--- src/rtl/timer_sched.sv ---
// timer_sched : four-slot deadline scheduler driving a single 64-bit hardware
// compare timer through a small register master port.
//
// Optional feature: define TSCHED_PERIODIC_EN to add per-slot reload periods.
// When it is defined, an expiring slot with a nonzero period moves its
// deadline forward by the period and stays armed. Without it, every slot is
// one-shot and cfg_period is ignored.
//
// Ports
//   clk, rst_n          system clock, synchronous active-low reset
//   cfg_valid/ready     arm/cancel handshake (ready only while IDLE or POLL)
//   cfg_op              1 = arm, 0 = cancel
//   cfg_slot            slot index 0..3
//   cfg_deadline        64-bit absolute deadline for arm
//   cfg_period          64-bit reload period (periodic build only)
//   pend, pend_clr      per-slot expired flags, write-1-clear
//   irq                 OR of pend
//   t_en/t_we/t_re      timer master strobes
//   t_addr, t_wdata     2 = cmp_lo, 3 = cmp_hi, 4 = flag
//   t_rdata             combinational read data, bit 0 = compare flag
module timer_sched #(
   parameter logic [63:0] IDLE_CMP = 64'hFFFF_FFFF_FFFF_FFFF
) (
   input  logic        clk,
   input  logic        rst_n,
   input  logic        cfg_valid,
   output logic        cfg_ready,
   input  logic        cfg_op,
   input  logic [1:0]  cfg_slot,
   input  logic [63:0] cfg_deadline,
   input  logic [63:0] cfg_period,
   output logic [3:0]  pend,
   input  logic [3:0]  pend_clr,
   output logic        irq,
   output logic        t_en,
   output logic        t_we,
   output logic        t_re,
   output logic [2:0]  t_addr,
   output logic [31:0] t_wdata,
   input  logic [31:0] t_rdata
);

   typedef enum logic [2:0] {
      IDLE, SCAN, WR_LO_MAX, WR_HI, WR_LO, SETTLE, POLL, EXPIRE
   } state_t;

   state_t      state;
   state_t      state_nxt;
   logic [3:0]  armed;
   logic [63:0] deadline [4];
   logic [63:0] tgt;
   logic [63:0] scan_min;
   logic        scan_found;
   logic [3:0]  hit;
   logic        xfer;

`ifdef TSCHED_PERIODIC_EN
   logic [63:0] period [4];
   logic        unused_inputs;
   assign unused_inputs = ^t_rdata[31:1];
`else
   logic        unused_inputs;
   assign unused_inputs = ^{cfg_period, t_rdata[31:1]};
`endif

   assign xfer = cfg_valid && cfg_ready;
   assign irq  = |pend;

   // Earliest armed deadline (strict less-than keeps the lowest index on a
   // tie), the set of slots matching the programmed target, and the next
   // state. A config transfer in POLL beats a simultaneous timer flag so a
   // fresh arm/cancel is never lost behind an expiry.
   always_comb begin
      scan_min   = IDLE_CMP;
      scan_found = 1'b0;
      hit        = 4'b0000;
      state_nxt  = state;
      for (int i = 0; i < 4; i++) begin
         if (armed[i] && (!scan_found || deadline[i] < scan_min)) begin
            scan_min   = deadline[i];
            scan_found = 1'b1;
         end
         hit[i] = armed[i] && (deadline[i] == tgt);
      end
      case (state)
         IDLE:      if (xfer) state_nxt = SCAN;
         SCAN:      state_nxt = WR_LO_MAX;
         WR_LO_MAX: state_nxt = WR_HI;
         WR_HI:     state_nxt = WR_LO;
         WR_LO:     state_nxt = SETTLE;
         SETTLE:    state_nxt = (|armed) ? POLL : IDLE;
         POLL: begin
            if (xfer)            state_nxt = SCAN;
            else if (t_rdata[0]) state_nxt = EXPIRE;
         end
         EXPIRE:    state_nxt = SCAN;
         default:   state_nxt = IDLE;
      endcase
   end

   // All state lives here. Timer-port outputs are registered from the state
   // being entered, so each strobe is valid for exactly the cycle spent in
   // that state. Low word goes to all-ones first so the comparator never sees
   // a half-updated value that lies earlier than the intended target.
   always_ff @(posedge clk) begin
      if (!rst_n) begin
         state     <= IDLE;
         armed     <= 4'b0000;
         pend      <= 4'b0000;
         tgt       <= IDLE_CMP;
         cfg_ready <= 1'b1;
         t_en      <= 1'b0;
         t_we      <= 1'b0;
         t_re      <= 1'b0;
         t_addr    <= 3'd0;
         t_wdata   <= 32'd0;
         for (int i = 0; i < 4; i++) begin
            deadline[i] <= 64'd0;
`ifdef TSCHED_PERIODIC_EN
            period[i]   <= 64'd0;
`endif
         end
      end else begin
         state     <= state_nxt;
         cfg_ready <= (state_nxt == IDLE) || (state_nxt == POLL);
         t_en      <= 1'b0;
         t_we      <= 1'b0;
         t_re      <= 1'b0;
         t_addr    <= 3'd0;
         t_wdata   <= 32'd0;
         case (state_nxt)
            WR_LO_MAX: begin
               t_en <= 1'b1; t_we <= 1'b1; t_addr <= 3'd2; t_wdata <= 32'hFFFF_FFFF;
            end
            WR_HI: begin
               t_en <= 1'b1; t_we <= 1'b1; t_addr <= 3'd3; t_wdata <= tgt[63:32];
            end
            WR_LO: begin
               t_en <= 1'b1; t_we <= 1'b1; t_addr <= 3'd2; t_wdata <= tgt[31:0];
            end
            POLL: begin
               t_en <= 1'b1; t_re <= 1'b1; t_addr <= 3'd4;
            end
            default: ;
         endcase

         if (xfer) begin
            armed[cfg_slot] <= cfg_op;
            if (cfg_op) begin
               deadline[cfg_slot] <= cfg_deadline;
`ifdef TSCHED_PERIODIC_EN
               period[cfg_slot]   <= cfg_period;
`endif
            end
         end

         if (state == SCAN) tgt <= scan_min;

         // A set from EXPIRE wins over a clear landing on the same bit.
         pend <= (pend & ~pend_clr) | ((state == EXPIRE) ? hit : 4'b0000);

         if (state == EXPIRE) begin
            for (int i = 0; i < 4; i++) begin
               if (hit[i]) begin
`ifdef TSCHED_PERIODIC_EN
                  if (period[i] != 64'd0) deadline[i] <= deadline[i] + period[i];
                  else                    armed[i]    <= 1'b0;
`else
                  armed[i] <= 1'b0;
`endif
               end
            end
         end
      end
   end

endmodule

--- config.mk ---
export PLATFORM = sky130hd
export DESIGN_NAME = timer_sched
export DESIGN_NICKNAME = d
export VERILOG_FILES = /design/src/rtl/timer_sched.sv
export SDC_FILE = /design/constraint.sdc
export NUM_CORES = 1
export LEC_CHECK = 0
export BUFFER_PORTS_ARGS = -buffer_cell sky130_fd_sc_hd__buf_2
export CAP_MARGIN = 20
export CORE_MARGIN = 8
export CORE_UTILIZATION = 29
export DETAILED_ROUTE_END_ITERATION = 12
export SYNTH_ARGS = -nofsm -noshare
export SYNTH_HDL_FRONTEND = slang
export SYNTH_SLANG_ARGS = --single-unit
export TNS_END_PERCENT = 100
--- constraint.sdc ---
create_clock -name clk -period 18.5 [get_ports clk]
set_input_delay 0.925 -clock clk [delete_from_list [all_inputs] [get_ports clk]]
set_output_delay 0.925 -clock clk [all_outputs]
set_load 0.1 [all_outputs]
== Word-level counts from Yosys, hierarchy flattened ==
Memory sizes are Yosys's and may differ from the RTL's.
Index checks and enable logic that the tools add are counted.
Storage, ports and cells
  logic and storage cells: 93
  RAM bits: 256
  memories: 1
  register bits: 114
Cells by class
  bitwise logic cells: 3
  $lt $le $gt $ge: 5
  mux-type cells: 35
  eq/ne operators: 15
  reductions and logical operators: 24
Memory list
  deadline: words 4, width 64, read ports 4, clocked after memory_dff 0, wr ports 4, line 50  | logic [63:0] deadline [4];
Operators by type and width (number)
  $mux W64: 5
  $eq A64 B64 Y1: 4
  $lt A64 B64 Y1: 3
  $pmux W32 S3: 1
  $reduce_or A64 Y1: 1
  $pmux W3 S8: 1
  $eq A3 B3 Y1 const B: 6
  $mux W1: 17
  $eq A3 B2 Y1 const B: 4
  $mux W3: 4
  $mux W4: 3
  $reduce_or A4 Y1: 3
  $logic_and A1 B1 Y1: 9
  $pmux W3 S3: 1
  $logic_not A3 Y1: 2
  $and A4 B4 Y4: 1
  $bwmux W4: 1
  $logic_or A1 B1 Y1: 4
  $not A4 Y4: 1
  $or A4 B4 Y4: 1
  $eq A3 B1 Y1 const B: 1
  $logic_not A1 Y1: 3
  $lt A2 B3 Y1 const B: 1
  $reduce_or A3 Y1: 1
  4 further kinds: 4

== Logic depth before layout (Yosys ltp) ==
  depth in word-level cells: 13
  gate-level depth with buffers: 40

== Worst setup path before layout ==
OpenSTA, ideal clock, no wires.
  path type: reg-to-reg
  start: register armed[0]
  end: register tgt[58]
  data arrival time: 8.043 ns
  slack: 10.339 ns
  library setup time: 0.119 ns
  stages on the path, launching flop included: 41
  path buffers: 9
  data required time: 18.381 ns
  path through: dfxtp_1 clkbuf_1 clkbuf_1 clkbuf_1 nor2b_1 ha_1 nand4_1 nor4_2 nand3_1 or4_4 nand2b_4 o211ai_2 buf_4 buf_2 buf_2 nand2_1 o21ai_0 ha_1 [5 not listed] a22o_1 a21o_1 a21oi_4 buf_4 mux2_2 ha_1 nand4_1 or2_2 or4_1 and4b_1 o311a_1 a31o_2 or2_2 o21bai_1 o21ba_1 buf_6 buf_6 a21oi_1
On the way
  cells in the longest elaborated chain, start to end: 13
RTL lines
  start: declaration: line 49  | logic [3:0] armed;
  start signal: indexed assignment: line 148  | armed[cfg_slot] <= cfg_op;
  $mux W64 or $mux W1 (tied branches): line 79  | if (armed[i] && (!scan_found || deadline[i] < scan_min)) begin
  $lt A64 B64 Y1 or $logic_not A1 Y1 (tied branches): line 79
  $logic_or A1 B1 Y1: line 79
  $logic_and A1 B1 Y1: line 79
  $mux W64 or $mux W1 (tied branches): line 79
  $lt A64 B64 Y1 or $logic_not A1 Y1 (tied branches): line 79
  $logic_or A1 B1 Y1: line 79
  $logic_and A1 B1 Y1: line 79
  $mux W64 or $mux W1 (tied branches): line 79
  $lt A64 B64 Y1 or $logic_not A1 Y1 (tied branches): line 79
  $logic_or A1 B1 Y1: line 79
  $logic_and A1 B1 Y1: line 79
  $mux W64 (*): line 79
  end signal: assignment: line 157  | if (state == SCAN) tgt <= scan_min;
  end: declaration: line 51  | logic [63:0] tgt;
Every way passes the cells marked *; elsewhere a longest branch is shown, timed or not.
A chain may end at the register's enable or synchronous reset.

== Worst setup path in the final report ==
  start: register armed[0]
  end: register tgt[36]
Same word-level chain as after synthesis.

==> flow_summary.toml <==
[power]
power_frac_clock = 0.393
switching_share = 0.3156
total_power_w = 0.002354
p_leak_nw = 10.62
p_seq_frac = 0.425
net-switching-power_w = 0.0007431
vdd_drop_max_mv = 0.05899
p_comb_frac = 0.181
p_int_w = 0.001611
power.density_nw_per_um2 = 89.03

[cts]
htreeDepth = 2
cts.sinks = 370
cts_max_path_buffers = 3
postCtsHoldBufs = 0
cts_setup_buffers = 0
clkTransAtPathRegs_ns = 0.06
clk_latency_ns = 0.59
root_buffer = "clkbuf_16"
cts_inserted_buffers = 44
cts_resized = 0
tritoncts = "built"

[place]
io_buffer_count = 118
hpwl_um = 75520
post-place-ws_ns = 6.439
place.gp.congestion = 1.098
place_inst = 3484

[sta]
post-route-period-util = 0.6700
fin_skew_ns = 0.02233
fin_crit_ns = 12.40
rsz0062_at_grt = "no"
hold_viol = 0
tns_ns = 0
fin_ws_ns = 6.105
hold_ws_ns = 0.5067
setup_viol = 0
max_slew_margin = 0.2458
fmax_ghz = 0.08068
worstMarginPinSlew_ns = 1.131
slew_violations = 0

[floorplan]
core_area_um2 = 80420
die-area_um2 = 90370
initial_core_util = 0.2921
rows = 104
die_height_um = 300.6
io_pins = 214
die_width_um = 300.6

[worst_setup_path]
cp-start-kind = "register"
cpMostUsedCell = "buf_4"
cpPeakStageDelay_ns = 0.82
worstSetupPathType = "reg -> reg"
slowest_stage = "nor3_1"
crit_required_ns = 18.95
arrival_ns = 12.84
path_buf_inv = 5
critPathMaxFanout = 72
cpLargestDelayFamily = "simple AND/OR/NAND/NOR gates"
crit_path_end_kind = "register"

[grt]
overflow = 0
grt_max_degree = 73
grt_pass1_vias = 18340
grt_usage = 0.2073
grt_pass1_wl_um = 137100
antenna_found_initial = 3

[synthesis]
syn_inst = 2444
netlist_area_um2 = 23490
syn_nets = 2802
async_flop_share = 0
yosys.area.top_type = "edfxtp_1"
synthTopCellsByArea = "edfxtp_1 33%, ha_1 10%, dfxtp_1 9.7%, nor2_1 3.7%, xnor2_1 3.7%"
synth_top_area_frac = 0.3272
yosysUniqueCellTypes = 72
yosys_most_used_dff = "edfxtp_1"
yosysWarnings = 0
synth_seq_cells = 370
ys_seq_area_frac = 0.4244
synth_area_per_cell_um2 = 9.612
synth-edff-count = 256

[layout]
final_nets = 2828
areaGrowthSynthToFinish_pct = 12.57
layout-drive-gt1-share = 0.1564
finalNonFillerCells = 3568

[drt]
dr.first_iter.drc_count = 2252
drc = 0
wl_per_cell_um = 27.14
vias = 19010
routed_wl_um = 96840
dr.pass1.iters = 6
via_per_inst = 5.327
postRouteAntennaNets = 0

[flow_run]
drv_cap = 0

[hold_path]
hold_class = "reg -> reg"

[status]
status = "complete, no violations"
[area by class of cell]
class                           count  area, um^2
Antenna cell                        2       5.005
Clock inverter                     29       351.6
Fill cell                        8449       53970
Multi-Input combinational cell   1730       12160
Tap cell                         1060        1326
Sequential cell                   370        9971
Timing Repair Buffer              142       770.7
Clock buffer                       53        1176
Inverter                          182       683.2
[metrics by stage]
step | cell area [um^2] | util
after floorplan | 23490 | -
after global placement | 24910 | 0.3098
after detailed placement | 24910 | 0.3098
after CTS | 26440 | 0.3288
after global routing | 26440 | 0.3288
final | 26450 | 0.3289
[flip-flops by register name (all words and copies together), names as in the netlist]
signal / count
deadline: 256
tgt: 64
t_wdata: 32
armed: 4
pend: 4
state: 3
t_addr: 3
cfg_ready: 1
t_en: 1
t_re: 1
t_we: 1
[per-layer routing]
metal	global-route usage	vias up	share of wire
li1	-	8756	-
met1	0.2864	9296	0.44
met2	0.3235	803	0.45
met3	0.03780	146	0.080
met4	0.07208	4	0.036
met5	0	-	0.00024
[cell families (layout without fill, tap and decap cells)]
logic type / Yosys count / after routing / synth area share
other: 0 / 2 / 0
AO/OA/AOI/OAI: 511 / 511 / 0.1524
adder cells (fa/ha/maj): 188 / 188 / 0.1001
flip-flops: 370 / 370 / 0.4244
XOR/XNOR: 195 / 195 / 0.07270
buffers and inverters: 344 / 406 / 0.06162
multiplexers: 64 / 64 / 0.03068
AND/OR/NAND/NOR: 772 / 772 / 0.1581
[cell usage in the layout (no fill, tap or decap), drive strengths merged, types with 31 or more instances in the layout]
master,synthesis,layout
nor2b,72,72
o21ai,141,141
inv,182,187
nor4,44,44
nand2,209,209
nand4,60,60
clkbuf,114,53
edfxtp,256,256
buf,48,142
or3,65,65
xnor2,98,98
xor2,97,97
ha,188,188
nor2,232,232
nand3,31,31
a21oi,162,162
mux2,64,64
dfxtp,114,114
o22ai,85,85
[power groups by stage]
stage | clock network, W | registers, W | logic (W)
final | 0.000926 | 0.00100 | 0.000427
after global routing | 0.000970 | 0.00100 | 0.000454
after CTS | 0.000940 | 0.000999 | 0.000419
after detailed placement | 0 | 0.00102 | 0.000416
after global placement | 0 | 0.00102 | 0.000417
after floorplan | 0 | 0.00102 | 0.000249
[worst reg2reg max path: cells and delay by family, from the launching register on]
kind,cells,cell delay [ns]
AOI/OAI and AO/OA,10,2.89
muxes,1,0.43
and+or+nand+nor,16,5.00
DFF,1,0.31
buffers and inverters,5,2.77
adders and majority gates,3,0.88
[cell usage after synthesis (4+ instances only)]
| cell type | count |
|---|---|
| edfxtp_1 | 256 |
| nor2_1 | 232 |
| nand2_1 | 209 |
| ha_1 | 188 |
| inv_1 | 182 |
| o21ai_0 | 140 |
| a21oi_1 | 134 |
| clkbuf_1 | 114 |
| dfxtp_1 | 114 |
| xnor2_1 | 98 |
| xor2_1 | 97 |
| nor2b_1 | 72 |
| or3_1 | 65 |
| mux2_2 | 64 |
| nand4_1 | 60 |
| o22ai_2 | 60 |
| nor4_1 | 43 |
| nand3_1 | 31 |
| a21oi_2 | 27 |
| o22ai_1 | 25 |
| a21o_1 | 22 |
| nor3_1 | 22 |
| buf_6 | 16 |
| a211oi_1 | 14 |
| buf_2 | 14 |
| buf_1 | 13 |
| a22o_1 | 11 |
| a221oi_1 | 10 |
| nand2b_1 | 9 |
| o2bb2ai_1 | 8 |
| a2111oi_0 | 7 |
| o21a_1 | 6 |
| and3_1 | 5 |
| buf_4 | 5 |
| o221ai_1 | 5 |
| and4_1 | 4 |
| o2111ai_1 | 4 |
| or2_2 | 4 |
| or4_1 | 4 |
[path summary, 6_finish.rpt]
path	endpoint	slack, ns	cells after the start	start
min reg2reg	pend[3]	0.51	2	pend[3]
max reg2reg	tgt[36]	6.10	35	armed[0]
max	tgt[36]	6.10	35	armed[0]
min	pend[3]	0.51	2	pend[3]
No activity file was read; power rests on OpenSTA's default activity.
